==> config.mk <==
export PLATFORM = sky130hd
export DESIGN_NAME = door_actuator
export DESIGN_NICKNAME = d
export VERILOG_FILES = /design/src/rtl/door_pkg.sv /design/src/rtl/door_actuator_sync2.sv /design/src/rtl/door_actuator.sv
export SDC_FILE = /design/constraint.sdc
export NUM_CORES = 1
export LEC_CHECK = 0
export CAP_MARGIN = 5
export CORE_MARGIN = 3
export CORE_UTILIZATION = 50
export DETAILED_ROUTE_END_ITERATION = 7
export PLACE_DENSITY_LB_ADDON = 0.2
export SLEW_MARGIN = 25
export SYNTH_ARGS = -nofsm -noshare
export SYNTH_HDL_FRONTEND = slang
export SYNTH_SLANG_ARGS = --single-unit
==> constraint.sdc <==
create_clock -name clk -period 4.56 [get_ports clk]
set_input_delay 0.456 -clock clk [delete_from_list [all_inputs] [get_ports clk]]
set_output_delay 0.456 -clock clk [all_outputs]
set_load 0.005 [all_outputs]
==> src/rtl/door_pkg.sv <==
// Shared definitions for the door actuator: state encodings shown on state_o
// and a helper for sizing the shared countdown timer.
package door_pkg;

  localparam int STATE_W = 3;

  typedef enum logic [STATE_W-1:0] {
    ST_LOCKED   = 3'd0,
    ST_UNLOCKED = 3'd1,
    ST_OPEN     = 3'd2,
    ST_LOCKOUT  = 3'd3,
    ST_ALARM    = 3'd4
  } state_e;

  function automatic int max4(input int a, input int b, input int c, input int d);
    int m;
    m = a;
    if (b > m) m = b;
    if (c > m) m = c;
    if (d > m) m = d;
    return m;
  endfunction

endpackage

==> src/rtl/door_actuator_sync2.sv <==
// Two-flop synchronizer bringing the asynchronous door sensor into the clk domain.
module sync2 (
  input  logic clk,
  input  logic rst,
  input  logic d,
  output logic q
);

  logic meta_q;
  logic sync_q;

  always_ff @(posedge clk or posedge rst) begin
    if (rst) begin
      meta_q <= 1'b0;
      sync_q <= 1'b0;
    end else begin
      meta_q <= d;
      sync_q <= meta_q;
    end
  end

  assign q = sync_q;

endmodule

==> src/rtl/door_actuator.sv <==
// Door latch controller behind the keypad lock: timed unlock, error lockout,
// and (when DOOR_ALARM_EN is defined) forced-open / held-open alarm.
module door_actuator
  import door_pkg::*;
#(
  parameter int UNLOCK_CYCLES  = 16,
  parameter int OPEN_TIMEOUT   = 32,
  parameter int MAX_ERRORS     = 3,
  parameter int LOCKOUT_CYCLES = 64
) (
  input  logic               clk,
  input  logic               rst,
  input  logic               unlock,
  input  logic               code_err,
  input  logic               door_open,
  output logic               latch_drive,
  output logic               alarm,
  output logic               lockout,
  output logic               ctrl_clr,
  output logic [STATE_W-1:0] state_o
);

  localparam int T_MAX   = max4(UNLOCK_CYCLES, OPEN_TIMEOUT, MAX_ERRORS, LOCKOUT_CYCLES);
  localparam int TIMER_W = (T_MAX > 1) ? $clog2(T_MAX) : 1;
  localparam int ERR_W   = (MAX_ERRORS > 0) ? $clog2(MAX_ERRORS + 1) : 1;

  localparam logic [TIMER_W-1:0] UNLOCK_LOAD  = TIMER_W'(UNLOCK_CYCLES - 1);
  localparam logic [TIMER_W-1:0] OPEN_LOAD    = TIMER_W'(OPEN_TIMEOUT - 1);
  localparam logic [TIMER_W-1:0] LOCKOUT_LOAD = TIMER_W'(LOCKOUT_CYCLES - 1);
  localparam logic [ERR_W-1:0]   ERR_LIMIT    = ERR_W'(MAX_ERRORS);

  logic               door_s;
  logic               unlock_q, err_q;
  logic               unlock_r, err_r;
  state_e             state_q, state_d;
  logic [TIMER_W-1:0] timer_q, timer_d;
  logic [ERR_W-1:0]   err_cnt_q, err_cnt_d;
  logic [ERR_W-1:0]   err_cnt_inc;
  logic               ctrl_clr_q, ctrl_clr_d;

  sync2 u_door_sync (
    .clk (clk),
    .rst (rst),
    .d   (door_open),
    .q   (door_s)
  );

  assign unlock_r    = unlock & ~unlock_q;
  assign err_r       = code_err & ~err_q;
  assign err_cnt_inc = err_cnt_q + ERR_W'(1);

  always_ff @(posedge clk or posedge rst) begin
    if (rst) begin
      unlock_q   <= 1'b0;
      err_q      <= 1'b0;
      state_q    <= ST_LOCKED;
      timer_q    <= '0;
      err_cnt_q  <= '0;
      ctrl_clr_q <= 1'b0;
    end else begin
      unlock_q   <= unlock;
      err_q      <= code_err;
      state_q    <= state_d;
      timer_q    <= timer_d;
      err_cnt_q  <= err_cnt_d;
      ctrl_clr_q <= ctrl_clr_d;
    end
  end

  always_comb begin
    state_d   = state_q;
    timer_d   = timer_q;
    err_cnt_d = err_cnt_q;
    case (state_q)
      ST_LOCKED: begin
        if (unlock_r) begin
          state_d   = ST_UNLOCKED;
          timer_d   = UNLOCK_LOAD;
          err_cnt_d = '0;
        end else if (err_r) begin
          if (err_cnt_inc == ERR_LIMIT) begin
            state_d   = ST_LOCKOUT;
            timer_d   = LOCKOUT_LOAD;
            err_cnt_d = '0;
          end else begin
            err_cnt_d = err_cnt_inc;
          end
        end
`ifdef DOOR_ALARM_EN
        else if (door_s) begin
          state_d = ST_ALARM;
        end
`endif
      end
      ST_UNLOCKED: begin
        if (door_s) begin
          state_d = ST_OPEN;
          timer_d = OPEN_LOAD;
        end else if (timer_q == '0) begin
          state_d = ST_LOCKED;
        end else begin
          timer_d = timer_q - TIMER_W'(1);
        end
      end
      ST_OPEN: begin
        if (!door_s) begin
          state_d = ST_LOCKED;
        end else if (timer_q == '0) begin
`ifdef DOOR_ALARM_EN
          state_d = ST_ALARM;
`else
          state_d = ST_OPEN;
`endif
        end else begin
          timer_d = timer_q - TIMER_W'(1);
        end
      end
      ST_LOCKOUT: begin
        if (timer_q == '0) begin
          state_d = ST_LOCKED;
        end else begin
          timer_d = timer_q - TIMER_W'(1);
        end
      end
`ifdef DOOR_ALARM_EN
      ST_ALARM: begin
        if (unlock_r) begin
          state_d   = ST_UNLOCKED;
          timer_d   = UNLOCK_LOAD;
          err_cnt_d = '0;
        end
      end
`endif
      default: begin
        state_d = ST_LOCKED;
        timer_d = '0;
      end
    endcase
  end

  // Keypad clear: pulse after any attempt, but held for the whole lockout window.
  always_comb begin
    ctrl_clr_d = (state_d == ST_LOCKOUT) |
                 ((unlock_r | err_r) & (state_q != ST_LOCKOUT));
  end

  always_comb begin
    latch_drive = (state_q == ST_UNLOCKED) | (state_q == ST_OPEN);
    lockout     = (state_q == ST_LOCKOUT);
`ifdef DOOR_ALARM_EN
    alarm       = (state_q == ST_ALARM);
`else
    alarm       = 1'b0;
`endif
    ctrl_clr    = ctrl_clr_q;
    state_o     = state_q;
  end

endmodule

# After elaboration in Yosys (flattened, before gate mapping)
# Index checks and enable logic that the tools add are counted.
# op_classes
order_cmp,0
div,0
reduce_logical,5
multipliers,0
shift,0
n_eq_ne,9
mux,18
addsub,2
n_bitwise,8
# op_table
cell,count
$mux W6,6
$pmux W6 S4,1
$mux W3,7
$pmux W3 S4,1
$eq A3 B2 Y1 const B,3
$logic_not A6 Y1,1
$mux W2,3
$ne A3 B3 Y1 const B,2
$sub A6 B1 Y6 const B,1
$and A1 B1 Y1,3
$eq A3 B1 Y1 const B,1
$logic_not A3 Y1,1
$ne A3 B2 Y1 const B,1
$or A1 B1 Y1,3
$reduce_and A3 Y1,1
$add A2 B1 Y2 const B,1
$eq A2 B2 Y1 const B,1
$ne A2 B1 Y1 const B,1
$not A1 Y1,2
$reduce_and A2 Y1,1
$reduce_bool A2 Y1,1
# word_totals
out_inout_bits,7
in_bits,5
n_memories,0
ff_bits,16
ram_bits,0
latchBits,0
romBits,0

# Logic depth before layout (Yosys ltp)
# Gate-level depths: netlist of run 1.
# depth
ltp_word,8
depth_mapped,8
ltp_nobuf,7

# Hierarchy
# From an unflattened synthesis of run 1, not the netlist that was laid out.
# unflattened
hier_cells,97
hier_area_um2,942.2
# modules_own_cells
module,seq_area_each_um2,cells_per_inst,area_per_inst_um2,n_inst
door_actuator,350.3,94,888.4,1
sync2,50.0,3,53.8,1

# Least setup slack after synthesis of run 1
# No wires, ideal clock.
# synth_timing
path_kind,register to register
from,register timer_q[2]
to,register timer_q[4]
path_stages_with_launch,7
setup_ns,0.122
arrival_ns,1.502
setup_slack_ns,2.936
path_cell_list,dfrtp_1 or3_4 or2_1 buf_6 nand2_8 o21ai_1 a32o_1
# synth_between
elab_chain_cells,4
word_cells_on_any_way,6
cone_classes,1 x add/sub; 4 x mux; 1 x reduce/logical
# synth_rtl
element,line_no,source
start: declaration,door_actuator.sv:36,"logic [TIMER_W-1:0] timer_q, timer_d;"
start signal: assignment,door_actuator.sv:64,timer_q <= timer_d;
$sub A6 B1 Y6 / $logic_not A6 Y1 (equally long branches),--,
$mux W6 (*),"door_actuator.sv:99, door_actuator.sv:108, door_actuator.sv:119",
$mux W6 (on tied branches),"door_actuator.sv:106, door_actuator.sv:96",
$pmux W6 S4 (*),door_actuator.sv:74,case (state_q)
# Mark *: on every way between the ends. The rest lies on a longest branch, timed or not. The select of a mux whose other input is x is not followed.
# A chain may end at the register's enable or synchronous reset.

# Final worst setup path of run 1
# layout_timing
from,"register state_q[2], in the netlist state_o[2]"
to,output lockout
# layout_between
elab_chain_cells,1
# layout_rtl
element,line_no,source
start: declaration,door_actuator.sv:35,"state_e state_q, state_d;"
start signal: assignment,door_actuator.sv:63,state_q <= state_d;
$eq A3 B2 Y1,door_actuator.sv:149,lockout = (state_q == ST_LOCKOUT);
end: declaration,door_actuator.sv:18,"output logic lockout,"
# No other way between the ends.

==> parameters.txt, run 1 <==
Parameter                              Value

Run status
  Status ... finished clean

Synthesis
  Main area contributors after synthesis ... sky130_fd_sc_hd__dfrtp_1 45%, sky130_fd_sc_hd__o21ai_0 5.0%, sky130_fd_sc_hd__a32o_1 4.5%
  Post-synthesis sequential area ratio ... 44.5%
  Post-synthesis instance area ... 900 µm²
  Async set-or-reset flop fraction in the synthesized netlist ... 100%
  Warnings from Yosys ... 0
  Number of library cell types mapped by synthesis ... 37
  Number of flops mapped to enable cells by yosys ... 0
  Number of flip-flops and latches in the synthesized netlist ... 16
  Commonest cells in the synthesized netlist ... 16 x sky130_fd_sc_hd__dfrtp_1, 9 x sky130_fd_sc_hd__o21ai_0, 6 x sky130_fd_sc_hd__nor2_1
  Mapped Cells ... 93
  Most common cell in the netlist ... sky130_fd_sc_hd__dfrtp_1
  Cell accounting for the most synthesized area ... sky130_fd_sc_hd__dfrtp_1
  Fraction of post-synthesis cell area in the top cell type by area ... 44.5%
  Flip-flop cell with the highest count after synthesis ... sky130_fd_sc_hd__dfrtp_1
  Mean post-synth cell area ... 9.67 µm²

Clock tree
  Clock slew seen by the registers of the worst setup and hold paths ... 0.09 ns
  Clock H-tree levels ... 1
  CTS max path bufs ... 2
  TritonCTS buffer count ... 3
  Buffers inserted by post-CTS timing repair ... 0
  TritonCTS clock tree ... built
  Clock Latency Late Sink ... 0.29 ns
  Post-CTS Hold Fix Bufs ... 0
  Quantity of gates resized following cts ... 0
  Master cell of the clock root buffer ... sky130_fd_sc_hd__clkbuf_4
  CTS sink cnt ... 16

Worst hold path
  Hold WC Path Type ... reg2reg

Drt
  Met3 Routed Length ... 97 µm
  Routed metal-1 wirelength ... 868 µm
  Number of nets with antenna violations after routing ... 0
  Number of iterations in the first detailed-routing pass ... 4
  DRC violation count after routing ... 0
  Total Wirelength ... 1830 µm
  Number of DRC markers in iteration 0 ... 34
  Via count normalized by instance count ... 5.91
  Average wire per standard cell ... 14.3 µm
  Vias ... 757
  DR WL met2 ... 828 µm
  Top layer used by detailed routing ... met4

Worst setup path
  Crit path buffers/inverters ... 2
  Worst path cell trace ... clkinv_1 -> and3_1 -> clkdlybuf4s50_1
  Largest stage delay on the critical path ... 0.52 ns
  Worst endpoint data arrival time ... 1.86 ns
  Worst path required time ... 4.10 ns
  Worst R2R Setup Slack ... 2.78 ns
  Endpoint type of the worst setup path ... output port
  Maximum fanout along the worst path ... 10
  Worst setup SP type ... flip-flop
  Kind of cell adding the most delay to the critical path ... buffers and inverters
  Worst Setup Path Type ... reg2out
  Crit path max-delay cell type ... sky130_fd_sc_hd__dfrtp_1

Timing
  Final-layout setup total negative slack ... 0 ns
  Final Hold Vio Count ... 0
  Fin. max-slew vios ... 0
  Fmax ... 0.432 GHz
  Final period utilization ... 50.8%
  Setup WS post-layout ... 2.25 ns
  Count of final setup violators ... 0
  Clk_skew ... 0.00742 ns
  Unrepaired setup endpoints after global routing ... false
  Tmin final ... 2.31 ns
  Measured slew at the worst slew-check pin ... 0.604 ns
  Slew headroom ... 59.7%

Pwr
  Power per cell area ... 425 nW/µm²
  Maximum VDD drop ... 290 µV
  Overall power of the completed layout ... 0.440 mW
  Leakage ... 0.425 nW

Cells and area
  Signed area change from the synthesized netlist to the final layout ... 15.0%
  Combined flip-flop and latch cell area ... 400 µm²
  Fraction of layout cells with a size suffix above 1 ... 7.69%
  Final net count ... 112
  Multi-input logic area ... 445 µm²
  Non-Filler Instances ... 128
  Antenna diode count ... 0
  Number of filler cells placed in the layout ... 143

GRT
  Pin count of the biggest net entering global routing ... 17
  Number of global-route vias before repair ... 720
  GRT Total Usage ... 17.3%
  Grt total ovfl ... 0
  Antenna violations before repair ... 0
  Global-route wire length before repair ... 3250 µm

Placement
  Detailed-placement wirelength estimate ... 1280 µm
  RD Place Congestion ... 0.820
  Number of buffers added on ports ... 10
  Inst Count DP ... 124
  Minimum setup slack after placement ... 2.42 ns

Floorplan
  Area enclosed by the die boundary ... 2340 µm²
  Core Box Area ... 1590 µm²
  Initial core utilization ... 56.4%
  Die extent in x ... 48.4 µm
  Die height ... 48.4 µm
  Rows ... 14
  Num ports ... 12

Run
  Maximum Capacitance Violations ... 0
## final cells by class
class / count / area share, %
Timing Repair Buffer: 10 / 9.67
Inverter: 6 / 2.18
Multi-Input combinational cell: 68 / 43.0
Sequential cell: 16 / 38.7
Tap cell: 24 / 2.90
Clock buffer: 4 / 3.51
## flip-flops by register name, indices dropped and copies added, names as in the netlist
register / count
ctrl_clr: 1
timer_q: 6
u_door_sync.meta_q: 1
unlock_q: 1
err_cnt_q: 2
state_o: 3
u_door_sync.q: 1
err_q: 1
## placed cells by master, fill, tap and decap left out
cell type and count:
sky130_fd_sc_hd__clkinv_1 1, sky130_fd_sc_hd__a32o_1 4, sky130_fd_sc_hd__or3_4 1, sky130_fd_sc_hd__clkdlybuf4s50_1 10, sky130_fd_sc_hd__nand3_1 1, sky130_fd_sc_hd__nor2b_1 2
sky130_fd_sc_hd__o21a_1 1, sky130_fd_sc_hd__dfrtp_1 16, sky130_fd_sc_hd__conb_1 2, sky130_fd_sc_hd__or2_4 1, sky130_fd_sc_hd__and2_1 1, sky130_fd_sc_hd__nand2_1 5
sky130_fd_sc_hd__inv_1 5, sky130_fd_sc_hd__o21ai_0 9, sky130_fd_sc_hd__or4_1 1, sky130_fd_sc_hd__a221o_1 1, sky130_fd_sc_hd__or2_1 1, sky130_fd_sc_hd__a31oi_1 3
sky130_fd_sc_hd__xnor2_1 1, sky130_fd_sc_hd__nand2b_1 5, sky130_fd_sc_hd__or3_1 2, sky130_fd_sc_hd__nor4_1 2, sky130_fd_sc_hd__a31oi_2 1, sky130_fd_sc_hd__o22ai_1 1
sky130_fd_sc_hd__clkbuf_4 3, sky130_fd_sc_hd__a21oi_1 4, sky130_fd_sc_hd__nand4_1 1, sky130_fd_sc_hd__o221ai_1 1, sky130_fd_sc_hd__nor2_1 6, sky130_fd_sc_hd__ha_1 2
sky130_fd_sc_hd__clkbuf_8 1, sky130_fd_sc_hd__nor3b_1 2, sky130_fd_sc_hd__nand2_8 1, sky130_fd_sc_hd__o31ai_1 2, sky130_fd_sc_hd__o211ai_1 1, sky130_fd_sc_hd__and3_1 1
sky130_fd_sc_hd__o21ai_1 2
## worst reg2reg max path: stages, from the launching register on
cell                      delay (ns)
sky130_fd_sc_hd__dfrtp_1        0.44
sky130_fd_sc_hd__or3_4          0.41
sky130_fd_sc_hd__or2_1          0.37
sky130_fd_sc_hd__nand2_8        0.12
sky130_fd_sc_hd__o21ai_1        0.07
sky130_fd_sc_hd__a32o_1         0.27
## worst paths after layout
check | start | end | cells past startpoint
max in group asynchronous | rst | timer_q[1] | 2
hold reg to reg | u_door_sync.meta_q | u_door_sync.q | 0
setup reg to reg | timer_q[2] | timer_q[4] | 5
hold / removal | u_door_sync.meta_q | u_door_sync.q | 0
min in group asynchronous | rst | timer_q[2] | 2
setup / recovery | state_o[2] | lockout | 3
## power breakdown
| group | internal, mW | leakage, nW | switching (mW) | total, mW |
|---|---|---|---|---|
| registers | 0.166 | 0.202 | 0.0262 | 0.192 |
| clock network | 0.0487 | 0.0210 | 0.0454 | 0.0941 |
| logic | 0.0673 | 0.201 | 0.0861 | 0.153 |
## cell families after synthesis
group	share of synthesized area, %
AOI/OAI and AO/OA	22.4
xor gates and xnor gates	0.974
adders and majority gates	2.78
buffers and inverters	6.40
DFF	44.5
other	0.417
and+or+nand+nor	22.5
## stage by stage
stage | area (µm²) | hold slack [ns] | utilization (%)
3_3_place_gp | 998 | 0.337 | 62.6
3_5_place_dp | 998 | 0.355 | 62.6
2_1_floorplan | 903 | 0.331 | -
4_1_cts | 1030 | 0.376 | 64.9
5_1_grt | 1030 | 0.380 | 64.9
6_report | 1030 | 0.367 | 64.9
## layer usage
layer | vias up | global-route usage (%)
met5 | - | 0
met4 | 0 | 7.58
met2 | 22 | 25.5
met1 | 367 | 23.6
met3 | 7 | 4.91
li1 | 361 | -
No activity file was read; power rests on OpenSTA's default activity.
==> run 2, diff against run 1 <==
==> constraint.sdc (replaced) <==
create_clock -name clk -period 2.4 [get_ports clk]
set_input_delay 0.24 -clock clk [delete_from_list [all_inputs] [get_ports clk]]
set_output_delay 0.24 -clock clk [all_outputs]
set_load 0.005 [all_outputs]
==> results of run 2 <==
The final DEF is identical to that of run 1. Status: finished clean.
Among the figures that moved: setup slack after placement 2.42 ns -> 0.477 ns; setup slack after layout 2.25 ns -> 0.301 ns; hold slack 0.367 ns -> 0.301 ns; register-to-register setup slack 2.78 ns -> 0.62 ns; total power 0.440 mW -> 0.835 mW; worst IR drop on VDD 290 µV -> 552 µV
==> run 3, diff against run 2 <==
--- a/config.mk
+++ b/config.mk
@@ -10,6 +10,7 @@
 export CORE_UTILIZATION = 50
 export DETAILED_ROUTE_END_ITERATION = 7
 export PLACE_DENSITY_LB_ADDON = 0.2
+export SKIP_LAST_GASP = 1
 export SLEW_MARGIN = 25
 export SYNTH_ARGS = -nofsm -noshare
 export SYNTH_HDL_FRONTEND = slang
==> results of run 3 <==
The final DEF is identical to that of run 1. Status: finished clean.
Among the figures that moved: setup slack after placement 2.42 ns -> 0.477 ns; setup slack after layout 2.25 ns -> 0.301 ns; hold slack 0.367 ns -> 0.301 ns; register-to-register setup slack 2.78 ns -> 0.62 ns; total power 0.440 mW -> 0.835 mW; worst IR drop on VDD 290 µV -> 552 µV
